File: src/rtl/npu_host_cmd_master_if.sv
// Host command, write/read data streams and NPU bus bundle for npu_host_cmd_master.
// The master modport is the initiator side; slave is the host/bus model side.
interface npu_host_cmd_master_if #(
   parameter int DWidth     = 8,
   parameter int ADDR_WIDTH = 32,
   parameter int LEN_W      = 16
);
   logic                  cmd_valid_i;
   logic                  cmd_ready_o;
   logic [2:0]            cmd_op_i;
   logic [ADDR_WIDTH-1:0] cmd_offset_i;
   logic [LEN_W-1:0]      cmd_len_i;
   logic                  wr_valid_i;
   logic [DWidth-1:0]     wr_data_i;
   logic                  wr_ready_o;
   logic                  rd_valid_o;
   logic [DWidth-1:0]     rd_data_o;
   logic                  rd_ready_i;
   logic                  cen_o;
   logic                  wen_o;
   logic [ADDR_WIDTH-1:0] addr_o;
   logic [DWidth-1:0]     wdata_o;
   logic [DWidth-1:0]     rdata_i;
   logic                  busy_o;
   logic                  done_o;
   logic                  err_o;

   modport master (
      input  cmd_valid_i, cmd_op_i, cmd_offset_i, cmd_len_i,
      input  wr_valid_i, wr_data_i, rd_ready_i, rdata_i,
      output cmd_ready_o, wr_ready_o, rd_valid_o, rd_data_o,
      output cen_o, wen_o, addr_o, wdata_o, busy_o, done_o, err_o
   );

   modport slave (
      output cmd_valid_i, cmd_op_i, cmd_offset_i, cmd_len_i,
      output wr_valid_i, wr_data_i, rd_ready_i, rdata_i,
      input  cmd_ready_o, wr_ready_o, rd_valid_o, rd_data_o,
      input  cen_o, wen_o, addr_o, wdata_o, busy_o, done_o, err_o
   );
endinterface

File: src/rtl/npu_host_cmd_master.sv
// Host-side initiator for the NPU bus: expands one command into a burst of
// single-beat cen/wen/addr/wdata cycles, with a 2-entry buffer for read data.
module npu_host_cmd_master #(
   parameter int                    DWidth         = 8,
   parameter int                    ADDR_WIDTH     = 32,
   parameter int                    LEN_W          = 16,
   parameter logic [ADDR_WIDTH-1:0] NPU_IMEM_Start = 'h0000_1000,
   parameter logic [ADDR_WIDTH-1:0] NPU_IMEM_End   = 'h0000_2000,
   parameter logic [ADDR_WIDTH-1:0] NPU_WMEM_Start = 'h0001_0000,
   parameter logic [ADDR_WIDTH-1:0] NPU_WMEM_End   = 'h0001_8000,
   parameter logic [ADDR_WIDTH-1:0] NPU_BMEM_Start = 'h0002_0000,
   parameter logic [ADDR_WIDTH-1:0] NPU_BMEM_End   = 'h0002_0400,
   parameter logic [ADDR_WIDTH-1:0] NPU_OMEM_Start = 'h0003_0000,
   parameter logic [ADDR_WIDTH-1:0] NPU_OMEM_End   = 'h0003_0100,
   parameter logic [ADDR_WIDTH-1:0] NPU_OP_Start   = 'h0004_0000
) (
   input logic                    clk_i,
   input logic                    rst_ni,
   npu_host_cmd_master_if.master  bus
);

   typedef enum logic [2:0] {
      S_IDLE, S_WRITE, S_READ, S_DRAIN, S_TRIG, S_DONE
   } state_t;

   state_t                     state_q, state_d;
   logic [2:0]                 op_q, op_d;
   logic [ADDR_WIDTH-1:0]      base_q, base_d;
   logic [LEN_W-1:0]           len_q, len_d;
   logic [LEN_W-1:0]           cnt_q, cnt_d;
   logic                       cen_q, cen_d;
   logic                       wen_q, wen_d;
   logic [ADDR_WIDTH-1:0]      addr_q, addr_d;
   logic [DWidth-1:0]          wdata_q, wdata_d;
   logic                       busy_q, busy_d;
   logic                       done_q, done_d;
   logic                       err_q, err_d;
   logic                       cmd_ready_q, cmd_ready_d;
   // [0]: read beat on the bus now, [1]: its rdata_i is valid now
   logic [1:0]                 rd_pipe_q, rd_pipe_d;
   logic [1:0][DWidth-1:0]     fifo_q, fifo_d;
   logic                       fifo_wp_q, fifo_wp_d;
   logic                       fifo_rp_q, fifo_rp_d;
   logic [1:0]                 fifo_cnt_q, fifo_cnt_d;

   logic [ADDR_WIDTH-1:0]      reg_start, reg_size;
   logic [ADDR_WIDTH:0]        span, len_ext;
   logic                       cmd_bad;
   logic                       fifo_push, fifo_pop;
   logic [2:0]                 occupancy;
   logic                       last_beat;
   logic                       wr_ready;

   always_comb begin
      reg_start = NPU_IMEM_Start;
      reg_size  = NPU_IMEM_End - NPU_IMEM_Start;
      case (bus.cmd_op_i)
         3'd1: begin
            reg_start = NPU_WMEM_Start;
            reg_size  = NPU_WMEM_End - NPU_WMEM_Start;
         end
         3'd2: begin
            reg_start = NPU_BMEM_Start;
            reg_size  = NPU_BMEM_End - NPU_BMEM_Start;
         end
         3'd3: begin
            reg_start = NPU_OMEM_Start;
            reg_size  = NPU_OMEM_End - NPU_OMEM_Start;
         end
         default: ;
      endcase
   end

   // One extra bit so an offset+len that overflows the address space is caught
   assign len_ext = {{(ADDR_WIDTH + 1 - LEN_W){1'b0}}, bus.cmd_len_i};
   assign span    = {1'b0, bus.cmd_offset_i} + len_ext;
   assign cmd_bad = (bus.cmd_op_i > 3'd5) ||
                    ((bus.cmd_op_i < 3'd4) &&
                     ((bus.cmd_len_i == '0) || (span > {1'b0, reg_size})));

   assign fifo_push = rd_pipe_q[1];
   assign fifo_pop  = (fifo_cnt_q != 2'd0) && bus.rd_ready_i;
   assign occupancy = {1'b0, fifo_cnt_q} + {2'b00, rd_pipe_q[0]} + {2'b00, rd_pipe_q[1]};
   assign last_beat = (cnt_q == len_q - LEN_W'(1));

   always_comb begin
      state_d   = state_q;
      op_d      = op_q;
      base_d    = base_q;
      len_d     = len_q;
      cnt_d     = cnt_q;
      cen_d     = 1'b0;
      wen_d     = wen_q;
      addr_d    = addr_q;
      wdata_d   = wdata_q;
      err_d     = 1'b0;
      rd_pipe_d = {rd_pipe_q[0], 1'b0};
      wr_ready  = 1'b0;

      case (state_q)
         S_IDLE: begin
            if (bus.cmd_valid_i && cmd_ready_q) begin
               op_d   = bus.cmd_op_i;
               base_d = reg_start + bus.cmd_offset_i;
               len_d  = bus.cmd_len_i;
               cnt_d  = '0;
               if (cmd_bad) begin
                  state_d = S_DONE;
                  err_d   = 1'b1;
               end else if (bus.cmd_op_i < 3'd3) begin
                  state_d = S_WRITE;
               end else if (bus.cmd_op_i == 3'd3) begin
                  state_d = S_READ;
               end else begin
                  state_d = S_TRIG;
               end
            end
         end
         S_WRITE: begin
            if (bus.wr_valid_i) begin
               wr_ready = 1'b1;
               cen_d    = 1'b1;
               wen_d    = 1'b1;
               addr_d   = base_q + ADDR_WIDTH'(cnt_q);
               wdata_d  = bus.wr_data_i;
               cnt_d    = cnt_q + LEN_W'(1);
               if (last_beat) state_d = S_DONE;
            end
         end
         S_READ: begin
            // Count beats already in flight so a stalled reader never overflows the buffer
            if (occupancy < 3'd2) begin
               cen_d        = 1'b1;
               wen_d        = 1'b0;
               addr_d       = base_q + ADDR_WIDTH'(cnt_q);
               rd_pipe_d[0] = 1'b1;
               cnt_d        = cnt_q + LEN_W'(1);
               if (last_beat) state_d = S_DRAIN;
            end
         end
         S_DRAIN: begin
            if ((rd_pipe_q == 2'b00) && (fifo_cnt_q == 2'd0)) state_d = S_DONE;
         end
         S_TRIG: begin
            cen_d   = 1'b1;
            wen_d   = 1'b1;
            addr_d  = (op_q == 3'd5) ? NPU_OP_Start + ADDR_WIDTH'(4) : NPU_OP_Start;
            wdata_d = DWidth'(1);
            state_d = S_DONE;
         end
         S_DONE: state_d = S_IDLE;
         default: state_d = S_IDLE;
      endcase

      busy_d      = (state_d != S_IDLE);
      done_d      = (state_d == S_DONE);
      cmd_ready_d = (state_d == S_IDLE);
   end

   always_comb begin
      fifo_d     = fifo_q;
      fifo_wp_d  = fifo_wp_q;
      fifo_rp_d  = fifo_rp_q;
      fifo_cnt_d = fifo_cnt_q;
      if (fifo_push) begin
         fifo_d[fifo_wp_q] = bus.rdata_i;
         fifo_wp_d         = ~fifo_wp_q;
      end
      if (fifo_pop) fifo_rp_d = ~fifo_rp_q;
      case ({fifo_push, fifo_pop})
         2'b10:   fifo_cnt_d = fifo_cnt_q + 2'd1;
         2'b01:   fifo_cnt_d = fifo_cnt_q - 2'd1;
         default: ;
      endcase
   end

   always_ff @(posedge clk_i or negedge rst_ni) begin
      if (!rst_ni) begin
         state_q     <= S_IDLE;
         op_q        <= '0;
         base_q      <= '0;
         len_q       <= '0;
         cnt_q       <= '0;
         cen_q       <= 1'b0;
         wen_q       <= 1'b0;
         addr_q      <= '0;
         wdata_q     <= '0;
         busy_q      <= 1'b0;
         done_q      <= 1'b0;
         err_q       <= 1'b0;
         cmd_ready_q <= 1'b0;
         rd_pipe_q   <= '0;
         fifo_q      <= '0;
         fifo_wp_q   <= 1'b0;
         fifo_rp_q   <= 1'b0;
         fifo_cnt_q  <= '0;
      end else begin
         state_q     <= state_d;
         op_q        <= op_d;
         base_q      <= base_d;
         len_q       <= len_d;
         cnt_q       <= cnt_d;
         cen_q       <= cen_d;
         wen_q       <= wen_d;
         addr_q      <= addr_d;
         wdata_q     <= wdata_d;
         busy_q      <= busy_d;
         done_q      <= done_d;
         err_q       <= err_d;
         cmd_ready_q <= cmd_ready_d;
         rd_pipe_q   <= rd_pipe_d;
         fifo_q      <= fifo_d;
         fifo_wp_q   <= fifo_wp_d;
         fifo_rp_q   <= fifo_rp_d;
         fifo_cnt_q  <= fifo_cnt_d;
      end
   end

   assign bus.cmd_ready_o = cmd_ready_q;
   assign bus.wr_ready_o  = wr_ready;
   assign bus.rd_valid_o  = (fifo_cnt_q != 2'd0);
   assign bus.rd_data_o   = fifo_q[fifo_rp_q];
   assign bus.cen_o       = cen_q;
   assign bus.wen_o       = wen_q;
   assign bus.addr_o      = addr_q;
   assign bus.wdata_o     = wdata_q;
   assign bus.busy_o      = busy_q;
   assign bus.done_o      = done_q;
   assign bus.err_o       = err_q;

endmodule

File: src/flat_wrapper.sv
// flat-port wrapper written by rule: the top's interface ports become plain ports
module npu_host_cmd_master_flat 
#(
   parameter int                    DWidth         = 8,
   parameter int                    ADDR_WIDTH     = 32,
   parameter int                    LEN_W          = 16,
   parameter logic [ADDR_WIDTH-1:0] NPU_IMEM_Start = 'h0000_1000,
   parameter logic [ADDR_WIDTH-1:0] NPU_IMEM_End   = 'h0000_2000,
   parameter logic [ADDR_WIDTH-1:0] NPU_WMEM_Start = 'h0001_0000,
   parameter logic [ADDR_WIDTH-1:0] NPU_WMEM_End   = 'h0001_8000,
   parameter logic [ADDR_WIDTH-1:0] NPU_BMEM_Start = 'h0002_0000,
   parameter logic [ADDR_WIDTH-1:0] NPU_BMEM_End   = 'h0002_0400,
   parameter logic [ADDR_WIDTH-1:0] NPU_OMEM_Start = 'h0003_0000,
   parameter logic [ADDR_WIDTH-1:0] NPU_OMEM_End   = 'h0003_0100,
   parameter logic [ADDR_WIDTH-1:0] NPU_OP_Start   = 'h0004_0000
)
  (clk_i, rst_ni, bus_cmd_valid_i, bus_cmd_op_i, bus_cmd_offset_i, bus_cmd_len_i, bus_wr_valid_i, bus_wr_data_i, bus_rd_ready_i, bus_rdata_i, bus_cmd_ready_o, bus_wr_ready_o, bus_rd_valid_o, bus_rd_data_o, bus_cen_o, bus_wen_o, bus_addr_o, bus_wdata_o, bus_busy_o, bus_done_o, bus_err_o);
  npu_host_cmd_master_if #(.DWidth(DWidth), .ADDR_WIDTH(ADDR_WIDTH), .LEN_W(LEN_W)) bus_i ();
  input logic clk_i;
  input logic rst_ni;
  input wire logic [$bits(bus_i.cmd_valid_i)-1:0] bus_cmd_valid_i;
  input wire logic [$bits(bus_i.cmd_op_i)-1:0] bus_cmd_op_i;
  input wire logic [$bits(bus_i.cmd_offset_i)-1:0] bus_cmd_offset_i;
  input wire logic [$bits(bus_i.cmd_len_i)-1:0] bus_cmd_len_i;
  input wire logic [$bits(bus_i.wr_valid_i)-1:0] bus_wr_valid_i;
  input wire logic [$bits(bus_i.wr_data_i)-1:0] bus_wr_data_i;
  input wire logic [$bits(bus_i.rd_ready_i)-1:0] bus_rd_ready_i;
  input wire logic [$bits(bus_i.rdata_i)-1:0] bus_rdata_i;
  output wire logic [$bits(bus_i.cmd_ready_o)-1:0] bus_cmd_ready_o;
  output wire logic [$bits(bus_i.wr_ready_o)-1:0] bus_wr_ready_o;
  output wire logic [$bits(bus_i.rd_valid_o)-1:0] bus_rd_valid_o;
  output wire logic [$bits(bus_i.rd_data_o)-1:0] bus_rd_data_o;
  output wire logic [$bits(bus_i.cen_o)-1:0] bus_cen_o;
  output wire logic [$bits(bus_i.wen_o)-1:0] bus_wen_o;
  output wire logic [$bits(bus_i.addr_o)-1:0] bus_addr_o;
  output wire logic [$bits(bus_i.wdata_o)-1:0] bus_wdata_o;
  output wire logic [$bits(bus_i.busy_o)-1:0] bus_busy_o;
  output wire logic [$bits(bus_i.done_o)-1:0] bus_done_o;
  output wire logic [$bits(bus_i.err_o)-1:0] bus_err_o;
  assign bus_i.cmd_valid_i = bus_cmd_valid_i;
  assign bus_i.cmd_op_i = bus_cmd_op_i;
  assign bus_i.cmd_offset_i = bus_cmd_offset_i;
  assign bus_i.cmd_len_i = bus_cmd_len_i;
  assign bus_i.wr_valid_i = bus_wr_valid_i;
  assign bus_i.wr_data_i = bus_wr_data_i;
  assign bus_i.rd_ready_i = bus_rd_ready_i;
  assign bus_i.rdata_i = bus_rdata_i;
  assign bus_cmd_ready_o = bus_i.cmd_ready_o;
  assign bus_wr_ready_o = bus_i.wr_ready_o;
  assign bus_rd_valid_o = bus_i.rd_valid_o;
  assign bus_rd_data_o = bus_i.rd_data_o;
  assign bus_cen_o = bus_i.cen_o;
  assign bus_wen_o = bus_i.wen_o;
  assign bus_addr_o = bus_i.addr_o;
  assign bus_wdata_o = bus_i.wdata_o;
  assign bus_busy_o = bus_i.busy_o;
  assign bus_done_o = bus_i.done_o;
  assign bus_err_o = bus_i.err_o;
  npu_host_cmd_master #(.DWidth(DWidth), .ADDR_WIDTH(ADDR_WIDTH), .LEN_W(LEN_W), .NPU_IMEM_Start(NPU_IMEM_Start), .NPU_IMEM_End(NPU_IMEM_End), .NPU_WMEM_Start(NPU_WMEM_Start), .NPU_WMEM_End(NPU_WMEM_End), .NPU_BMEM_Start(NPU_BMEM_Start), .NPU_BMEM_End(NPU_BMEM_End), .NPU_OMEM_Start(NPU_OMEM_Start), .NPU_OMEM_End(NPU_OMEM_End), .NPU_OP_Start(NPU_OP_Start)) u_core (.clk_i(clk_i), .rst_ni(rst_ni), .bus(bus_i));
endmodule
File: config.mk
export PLATFORM = sky130hd
export DESIGN_NAME = npu_host_cmd_master_flat
export DESIGN_NICKNAME = d
export VERILOG_FILES = /design/src/rtl/npu_host_cmd_master_if.sv /design/src/rtl/npu_host_cmd_master.sv /design/src/flat_wrapper.sv
export SDC_FILE = /design/constraint.sdc
export NUM_CORES = 1
export LEC_CHECK = 0
export CAP_MARGIN = 20
export CORE_MARGIN = 2
export CORE_UTILIZATION = 55
export DETAILED_ROUTE_END_ITERATION = 6
export PLACE_DENSITY = 0.83
export RECOVER_POWER = 100
export SKIP_LAST_GASP = 1
export SYNTH_ARGS = -nofsm -noshare
export SYNTH_HDL_FRONTEND = slang
export SYNTH_SLANG_ARGS = --single-unit
File: constraint.sdc
create_clock -name clk_i -period 3.4 [get_ports clk_i]
set_input_delay 0.34 -clock clk_i [delete_from_list [all_inputs] [get_ports clk_i]]
set_output_delay 0.34 -clock clk_i [all_outputs]
set_load 0.02 [all_outputs]
==> Word level (Yosys, flattened, before mapping) <==
Cells that the tools add are included.
{ "op_classes": {"addsub": 9, "mul": 0, "div_mod_pow": 0, "order_cmp": 8, "eq_ne": 15, "n_shift": 0, "n_mux": 39, "n_bitwise": 2, "n_reduce_logical": 22} }
{ "op_table": {"columns": ["op", "count"], "rows": [
  ["case mux 16 bit (3 select lines)", 2],
  ["case mux 32 bit (3 select lines)", 1],
  ["two-way mux 32 bit", 2],
  ["case mux 18 bit (3 select lines)", 1],
  ["two-way mux 16 bit", 3],
  ["adder 32 x 16 -> 33 bit", 1],
  ["> comparator 33 x 16 -> 1 bit", 1],
  ["adder 18 x 32 -> 32 bit", 1],
  ["adder 32 x 16 -> 32 bit", 1],
  ["two-way mux 8 bit", 4],
  ["two-way mux 3 bit", 10],
  ["adder 16 x 1 -> 16 bit (second input constant)", 1],
  ["bitwise mux 16 bit", 1],
  ["== test 16 bit", 1],
  ["logical NOT 16 bit", 1],
  ["case mux 8 bit (2 select lines)", 1],
  ["subtractor 16 x 1 -> 16 bit (second input constant)", 1],
  ["case mux 3 bit (5 select lines)", 1],
  ["== test 3 x 2 -> 1 bit (second input constant)", 4],
  ["== test 3 bit (second input constant)", 3],
  ["two-way mux 1 bit", 9],
  ["nonzero test 3 bit", 3],
  ["demux 8 bit (select 1 bit)", 1],
  ["== test 3 x 1 -> 1 bit (second input constant)", 2],
  ["other kinds (24)", 39]
]} }
{ "totals": {"reg_bits": 138, "latch_bits": 0, "ram_bits": 0, "romBits": 0, "in_bits": 72, "out_inout_bits": 56, "elab_cells": 114, "memories": 0} }

==> Logic depth before layout (Yosys ltp) <==
Gate-level depths: netlist (run 1).
{ "logic_depth": {"ltp_word": 10, "mapped_depth": 16, "mapped_depth_nobuf": 16} }

==> Least setup slack after synthesis (run 1) <==
No wires, ideal clock.
{ "synth_path": {"path_kind": "input -> register", "startpoint": "input bus_cmd_len_i[1]", "endpoint": "register u_core.state_q[0]", "setup_ns": 0.139, "arrival_time_ns": 3.764, "t_required_ns": 3.261, "setup_slack_ns": -0.502, "stages": 16, "path_buffers": 0, "path_cell_list": "ha_1 a211oi_1 o211ai_1 a41oi_1 o21ai_0 a221oi_1 xnor2_1 ha_1 nand2_1 nor4_1 o2111ai_1 or3_1 nor4_1 o2111ai_1 a2111oi_4 o21ai_0"} }
{ "synth_via": {"elab_chain_len": 8, "word_cells_on_any_way": 9, "cone_classes": "add/sub (1); order compare (1); mux (3); reduce/logical (4)"} }
{ "synth_lines": {"columns": ["element", "line", "text"], "rows": [
  ["start: declaration", "flat_wrapper.sv:24", "input wire logic [$bits(bus_i.cmd_len_i)-1:0] bus_cmd_len_i;"],
  ["adder 32 x 16 -> 33 bit", "npu_host_cmd_master.sv:76", "assign span = {1'b0, bus.cmd_offset_i} + len_ext;"],
  ["> comparator 33 x 16 -> 1 bit", "npu_host_cmd_master.sv:79", "((bus.cmd_len_i == '0) || (span > {1'b0, reg_size})));"],
  ["logical OR 1 bit *", "npu_host_cmd_master.sv:79", null],
  ["logical AND 1 bit *", "npu_host_cmd_master.sv:78", "((bus.cmd_op_i < 3'd4) &&"],
  ["logical OR 1 bit *", "npu_host_cmd_master.sv:77", "assign cmd_bad = (bus.cmd_op_i > 3'd5) ||"],
  ["two-way mux 3 bit *", "npu_host_cmd_master.sv:107", "if (cmd_bad) begin"],
  ["two-way mux 3 bit *", "npu_host_cmd_master.sv:102", "if (bus.cmd_valid_i && cmd_ready_q) begin"],
  ["case mux 3 bit (5 select lines) *", "npu_host_cmd_master.sv:100", "case (state_q)"],
  ["via u_core.state_d[0]", "npu_host_cmd_master.sv:26", "state_t state_q, state_d;"],
  ["end signal: assignment", "npu_host_cmd_master.sv:198", "state_q <= state_d;"],
  ["end: declaration", "npu_host_cmd_master.sv:26", null]
]} }
The timed path passes the listed nets; every way through them passes the cells marked *.
A chain may end at the register's enable or synchronous reset.

==> Worst setup path in the final report (run 1) <==
{ "layout_path": {"startpoint": "input bus_cmd_offset_i[1]", "endpoint": "register u_core.state_q[1]"} }
{ "layout_via": {"elab_chain_len": 8} }
{ "layout_lines": {"columns": ["element", "line", "text"], "rows": [
  ["start: declaration", "flat_wrapper.sv:23", "input wire logic [$bits(bus_i.cmd_offset_i)-1:0] bus_cmd_offset_i;"],
  ["adder 32 x 16 -> 33 bit", "npu_host_cmd_master.sv:76", null],
  ["> comparator 33 x 16 -> 1 bit", "npu_host_cmd_master.sv:79", null],
  ["logical OR 1 bit", "npu_host_cmd_master.sv:79", null],
  ["logical AND 1 bit", "npu_host_cmd_master.sv:78", null],
  ["logical OR 1 bit", "npu_host_cmd_master.sv:77", null],
  ["two-way mux 3 bit", "npu_host_cmd_master.sv:107", null],
  ["two-way mux 3 bit", "npu_host_cmd_master.sv:102", null],
  ["case mux 3 bit (5 select lines)", "npu_host_cmd_master.sv:100", null],
  ["via u_core.state_d[1]", "npu_host_cmd_master.sv:26", null]
]} }
The timed path passes the listed nets, and every way through them passes these cells.

==> impl_metrics.json, run 1 <==
{
  "vdd_ir_drop_max_v": 0.000393,
  "min_period_ns": 3.89,
  "dp_hpwl_microns": 18100,
  "grt_pass1_vias": 8197,
  "hold_violations": 0,
  "routedWlPerCell_microns": 17.7,
  "cts_hold_buf": 0,
  "async_reset_ff_share_pct": 100,
  "drv_slew": 105,
  "syn_to_final_growth_pct": 38.2,
  "regArea_sq_um": 3450,
  "drtIter0Drc": 563,
  "setup_slack_ns": -0.486,
  "yosysTopAreaCellShare_pct": 39.6,
  "max-slew-margin-rel_pct": -68.8,
  "ys_warn_count": 0,
  "reg2reg_slack_ns": 0.04,
  "grtUsageTotal_pct": 30.3,
  "crit_path_max_fanout": 5,
  "synth_compound_area_share_pct": 15.8,
  "grt_start_max_net_pins": 105,
  "design_area_sq_um": 12000,
  "synth_seq_cells": 138,
  "leakage_uw": 0.00547,
  "path_cells": "buf_8 -> ha_4 -> a211oi_4 -> o211ai_1 -> buf_4 -> buf_4 -> buf_4 -> buf_4 -> buf_4 -> buf_4 -> buf_4 -> buf_4 -> buf_4 -> buf_4 -> a41o_1 -> a211o_1 -> o311a_1 -> nor4_4 -> o2111ai_4 -> a2111oi_4 -> buf_6 -> a31o_4",
  "clock.fmax_mhz": 257,
  "seq_area_frac_synth_pct": 39.6,
  "stdcell_count": 1443,
  "synth_simple_gate_area_share_pct": 21.1,
  "critPathLaunch": "bus_cmd_offset_i[1]",
  "worst_hold_slack_ns": 0.223,
  "n_fill_cell": 1092,
  "syn-num-nets": 1086,
  "die_y_microns": 130,
  "finalSetupViolations": 5,
  "r2r-start": "u_core.base_q[2]",
  "required_ns": 3.76,
  "dr_total_vias": 8352,
  "multi_input_area_sq_um": 5320,
  "cts-root-buf": "clkbuf_16",
  "synth.largest_area_cell": "dfrtp_1",
  "place.gp.congestion": 0.912,
  "vias_per_cell": 5.79,
  "violations": "capacitance limit, slew limit, setup timing",
  "tns_ns": -2.34,
  "drive_above_1_share_pct": 20.5,
  "endpoint_kind": "flop",
  "synth_area_sq_um": 8710,
  "slowest_delay_ns": 0.39,
  "hp-class": "in -> reg",
  "crit_end": "u_core.state_q[1]",
  "placed_cells": 1381,
  "placed_cell_area_sq_um": 11000,
  "r2r_cells": 11,
  "synth_top_family_by_area": "simple AND/OR/NAND/NOR gates",
  "routed_wl_microns": 25500,
  "ys_top_cells_by_area": "dfrtp_1 40%, nand2_1 7.5%, ha_1 6.3%",
  "start_kind": "input pin",
  "num_rows": 46,
  "finClkSkew_ns": 0.00895,
  "critPathKind": "in -> reg",
  "nets": 1332,
  "overflow": 0,
  "drv_cap": 1,
  "status": "finished, violations left",
  "yosysUniqueCellTypes": 74,
  "antenna_left": 0,
  "critPathArrivalTime_ns": 4.25,
  "cpMostUsedCell": "buf_4",
  "ios": 128,
  "cts_max_path_buffers": 2,
  "synthFlopType": "dfrtp_1",
  "synth_edf_count": 0,
  "power.density_nw_per_um2": 694,
  "cts_sinks": 138,
  "cpMaxStageDelayCell": "a2111oi_4",
  "initial_core_util_pct": 55.7,
  "cts.clk_slew.worst_paths_ns": 0.06,
  "synthCells": 968,
  "numCtsBuffers": 17,
  "synth-xor-area-share_pct": 9.55,
  "synth_mux_area_share_pct": 4.02,
  "r2r_end": "u_core.bus.addr_o[30]",
  "clk_latency_ns": 0.42,
  "dieArea_sq_um": 16900,
  "fin_crit_sh_pct": 114,
  "grt_pass1_wl_microns": 40300,
  "core_area_sq_um": 15700,
  "drc": 0,
  "portBuffers": 127,
  "cts_tree": "built",
  "dr.pass1.iters": 5,
  "syn_area_per_cell_sq_um": 9.00,
  "antenna_cells": 0,
  "grt_antenna_before_repair": 0,
  "htreeDepth": 4,
  "die_w_microns": 130,
  "fin_util_pct": 76.9,
  "rsz0062_at_grt": "yes",
  "worst_pin_slew_ns": 2.53,
  "synth_fa_ha_area_share_pct": 6.78
}
## area by class of cell
cell class,instances,area share (%)
clock buffers,21,3.99
clock inverters,11,1.18
inverters,30,0.935
multi-input cells,763,44.2
flip-flops and latches,138,28.7
well taps,216,2.24
repair buffers,264,18.8
## state kept, by name, indices dropped and copies added (netlist names)
| name | count |
|---|---|
| u_core.base_q | 32 |
| u_core.bus.addr_o | 32 |
| u_core.cnt_q | 16 |
| u_core.fifo_q | 16 |
| u_core.len_q | 16 |
| u_core.bus.wdata_o | 8 |
| u_core.op_q | 3 |
| u_core.state_q | 3 |
| u_core.fifo_cnt_q | 2 |
| u_core.rd_pipe_q | 2 |
| u_core.bus.busy_o | 1 |
| u_core.bus.cen_o | 1 |
| u_core.bus.cmd_ready_o | 1 |
| u_core.bus.done_o | 1 |
| u_core.bus.err_o | 1 |
| u_core.bus.wen_o | 1 |
| u_core.fifo_rp_q | 1 |
| u_core.fifo_wp_q | 1 |
## Yosys cell counts, drive strengths merged, types with 8 or more instances
library cell,instances
and3,19
a2111oi,9
nand4,17
or3,9
ha,44
nand2,173
a21oi,33
xnor2,56
dfrtp,138
nor2,68
o21ai,63
inv,28
mux2,24
a22o,9
nand3,30
mux2i,8
clkbuf,33
nor3,18
nor2b,12
a21o,13
nor4,13
xor2,39
## through the flow
step | power, uW | setup slack [ns]
3_5_place_dp | 6310 | -1.36
3_3_place_gp | 6190 | -1.20
5_1_grt | 8890 | -0.582
4_1_cts | 8390 | -0.420
6_report | 8360 | -0.486
2_1_floorplan | 4850 | -0.228
## worst max-delay path: cells and delay by family
kind                     cells  cell delay [ns]
AO/OA/AOI/OAI                8             1.77
buffers and inverters       12             1.56
AND/OR/NAND/NOR              1             0.32
adder cells (fa/ha/maj)      1             0.24
## where the power goes
| part | total (uW) | switching, uW | internal (uW) |
|---|---|---|---|
| Combinational | 3660 | 2030 | 1630 |
| Clock | 1940 | 712 | 1230 |
| Sequential | 2760 | 545 | 2210 |
| Total | 8360 | 3290 | 5070 |
## worst min-delay path by stage
stage / depth (start not counted) / to / slack, ns / startpoint
floorplan: 0 / u_core.base_q[0] / 0.04 / rst_ni
global placement: 0 / u_core.rd_pipe_q[1] / 0.38 / u_core.rd_pipe_q[0]
detailed placement: 0 / u_core.rd_pipe_q[1] / 0.39 / u_core.rd_pipe_q[0]
CTS: 1 / u_core.bus.addr_o[8] / 0.08 / rst_ni
global route: 4 / u_core.base_q[0] / 0.23 / bus_cmd_offset_i[0]
finish: 4 / u_core.base_q[0] / 0.22 / bus_cmd_offset_i[0]
## layout by cell type, fill, tap and decap left out, types with 5 or more instances in the layout
master / netlist / final
a22o_1: 9 / 9
nand3_1: 30 / 29
mux2i_1: 8 / 8
xnor2_1: 56 / 56
clkbuf_16: 0 / 17
o21a_1: 7 / 7
a211o_1: 5 / 5
ha_4: 0 / 10
and3_1: 19 / 19
and2_1: 7 / 6
o21ai_0: 63 / 56
nor2_1: 68 / 65
nor2b_1: 12 / 12
clkdlybuf4s50_1: 0 / 51
nand4_1: 17 / 17
buf_4: 0 / 132
a21o_1: 13 / 13
nand2_1: 173 / 172
a31oi_1: 7 / 7
ha_1: 44 / 34
xor2_1: 39 / 39
mux2_2: 24 / 24
or3_1: 8 / 7
dfrtp_1: 138 / 138
nor4_1: 13 / 10
inv_1: 28 / 28
a21oi_1: 33 / 29
nor3_1: 17 / 17
dlygate4sd2_1: 0 / 7
o211ai_1: 6 / 6
o21ai_2: 0 / 6
dlygate4sd3_1: 0 / 57
## layer usage
| layer | share of wire [%] | GRT usage [%] | wire length [microns] | vias to the layer above |
|---|---|---|---|---|
| li1 | - | - | - | 3949 |
| met1 | 41 | 39.1 | 10500 | 3977 |
| met2 | 48 | 50.1 | 12300 | 349 |
| met3 | 7.0 | 5.95 | 1770 | 77 |
| met4 | 3.5 | 12.9 | 893 | 0 |
| met5 | 0 | 0 | 0 | - |
## kinds of logic (layout without fill, tap and decap cells)
family,Yosys count,after routing
buffers and inverters,67,326
XOR/XNOR,95,95
flip-flops,138,138
AO/OA/AOI/OAI,198,198
AND/OR/NAND/NOR,392,392
multiplexers,32,32
adder cells (fa/ha/maj),46,46
## repair_timing
item                                    in CTS  in global routing
resized for setup                           83                 22
pin swaps                                   25                 16
buffers inserted                            24                  6
endpoints found under the setup margin       6                 19
Note: power is estimated with default switching activity, not from simulation.
==> run 2, diff against run 1 <==
CTS_CLUSTER_SIZE = 30   (was default)
==> results of run 2 <==
Final layout, timing and power as in run 1 (identical DEF).
==> run 3, diff against run 2 <==
CORE_UTILIZATION = 57   (was 55)
CTS_BUF_LIST = sky130_fd_sc_hd__clkbuf_4   (was default)
PLACE_DENSITY = 0.85   (was 0.83)
==> run 3 against run 2 <==
Against the previous run:
- the run still ends with capacitance limit, slew limit, setup timing left
- routed wire length shrank 7.2%
- clock power shrank 48%
- clock skew increased by 0.0072 ns
- critical path depth decreased by 5
- worst hold slack got worse by 0.12 ns
- core utilization is 1.3 points lower
- via count fell by 2.6%
- register-to-register slack worse by 0.15 ns
- first-iteration DRC count increased by 0.36%
- highest routed layer unchanged
==> impl_metrics.json, run 3 (synthesis results as in run 1) <==
{
  "drive_above_1_share_pct": 18.1,
  "ios": 128,
  "min_period_ns": 3.72,
  "numCtsBuffers": 17,
  "critPathKind": "in -> reg",
  "place.gp.congestion": 0.921,
  "multi_input_area_sq_um": 5230,
  "hold_violations": 0,
  "grt_pass1_wl_microns": 38300,
  "critPathArrivalTime_ns": 4.22,
  "nets": 1314,
  "leakage_uw": 0.00517,
  "cpMaxStageDelayCell": "a2111oi_4",
  "htreeDepth": 4,
  "drc": 0,
  "vdd_ir_drop_max_v": 0.000288,
  "die_y_microns": 128,
  "dr_total_vias": 8139,
  "violations": "capacitance limit, slew limit, setup timing",
  "power.density_nw_per_um2": 631,
  "place_ws_ns": -1.20,
  "cts_max_path_buffers": 2,
  "required_ns": 3.90,
  "vias_per_cell": 5.83,
  "overflow": 0,
  "cts-root-buf": "clkbuf_4",
  "finalSetupViolations": 11,
  "layout_commonest_cell": "nand2_1",
  "critPathLaunch": "bus_cmd_offset_i[1]",
  "r2r-start": "u_core.base_q[3]",
  "cts_tree": "built",
  "grt_start_max_net_pins": 124,
  "grt_pass1_vias": 7935,
  "start_kind": "input pin",
  "portBuffers": 127,
  "grtUsageTotal_pct": 29.5,
  "syn_to_final_growth_pct": 30.9,
  "clk_latency_ns": 0.56,
  "max-slew-margin-rel_pct": -9.37,
  "drv_slew": 33,
  "crit_path_max_fanout": 5,
  "drtIter0Drc": 565,
  "path_cells": "buf_8 -> ha_4 -> a211oi_4 -> o211ai_1 -> a41oi_2 -> o21ai_2 -> a221oi_2 -> xnor2_1 -> ha_1 -> nand2_1 -> nor4_2 -> o2111ai_1 -> or3_4 -> nor4_4 -> o2111ai_2 -> a2111oi_4 -> a31o_2",
  "regArea_sq_um": 3450,
  "dr.pass1.iters": 5,
  "hold_start": "bus_cmd_offset_i[0]",
  "fin_util_pct": 75.6,
  "worst_pin_slew_ns": 1.64,
  "slowest_delay_ns": 0.53,
  "antenna_left": 0,
  "n_fill_cell": 1082,
  "rsz0062_at_grt": "yes",
  "drv_cap": 1,
  "core_area_sq_um": 15100,
  "status": "finished, violations left",
  "endpoint_kind": "flop",
  "final_cell_mix": "173 x nand2_1, 137 x dfrtp_1, 109 x buf_4",
  "finClkSkew_ns": 0.0161,
  "dp_hpwl_microns": 18000,
  "routedWlPerCell_microns": 16.9,
  "clock.fmax_mhz": 269,
  "power_uw": 7200,
  "die_w_microns": 128,
  "cts.clk_slew.worst_paths_ns": 0.11,
  "cts_sinks": 138,
  "num_rows": 45,
  "routed_wl_microns": 23600,
  "fin_crit_sh_pct": 109,
  "dieArea_sq_um": 16300,
  "hp-class": "in -> reg",
  "initial_core_util_pct": 57.7,
  "grt_antenna_before_repair": 1,
  "setup_slack_ns": -0.317
}
==> run 3: changes by cell type in the layout (fill, tap and decap cells not counted), moves of 3 or more <==
cell / before / now
buf_4: 132 / 109
clkbuf_4: 0 / 19
clkbuf_16: 17 / 0
clkbuf_1: 3 / 7
clkbuf_8: 4 / 0
clkinvlp_4: 2 / 5
o21ai_2: 6 / 3
==> run 3: routing by layer <==
metal	global-route usage [%]	share of wire (%)
met1	39.4	43
met2	48.1	47
met3	5.78	7.0
met4	10.5	2.6
met5	0	0
==> run 3: final timing paths <==
| path | slack (ns) | cells after the start | endpoint |
|---|---|---|---|
| worst min register to register | 0.41 | 0 | u_core.rd_pipe_q[1] |
| max in group asynchronous | 0.50 | 4 | u_core.bus.wdata_o[6] |
| worst max register to register | -0.11 | 10 | u_core.bus.addr_o[23] |
| worst min-delay path | 0.1 | 4 | u_core.base_q[0] |
| worst max-delay path | -0.32 | 17 | u_core.state_q[1] |
| min in group asynchronous | 0.73 | 2 | u_core.bus.addr_o[5] |
==> run 3: area by class of cell <==
class / instances / area share [%]
sequential: 138 / 30.3
antenna: 1 / 0.0219
inverter: 30 / 0.987
multi-input combinational: 763 / 45.9
tap: 188 / 2.06
timing repair buffer: 246 / 18.5
clock inverter: 13 / 1.14
clock buffer: 17 / 1.12
==> run 3: metrics by stage <==
stage               setup TNS [ns]  hold WS, ns  area [sq um]  cells
detailed placement           -5.91        0.384         10900   1348
CTS                         -0.660       0.0674         11400   1392
global route                 -3.91       0.0839         11400   1396
floorplan                    -1.05       0.0444          8810    968
global placement             -5.59        0.382         10900   1348
finish                       -1.69       0.0990         11400   1396
==> run 3: what timing repair did <==
item                                   in CTS  in global routing
setup endpoints to repair                   5                 20
hold buffers                                1                  0
endpoints found under the hold margin     121                  0
pin swaps                                  28                  8
buffers inserted                           13                  2
resized for setup                          75                 16
==> run 3: critical path, delay by kind of cell <==
kind,cells,cell delay [ns]
buffers and inverters,1,0.10
xor gates and xnor gates,1,0.12
and+or+nand+nor,4,0.89
AOI/OAI and AO/OA,9,2.20
adders and majority gates,2,0.54
==> run 3: power by group <==
part,switching [uW],internal [uW],leakage (uW)
Clock,594,420,0.000129
Combinational,1910,1530,0.00329
Sequential,539,2210,0.00175
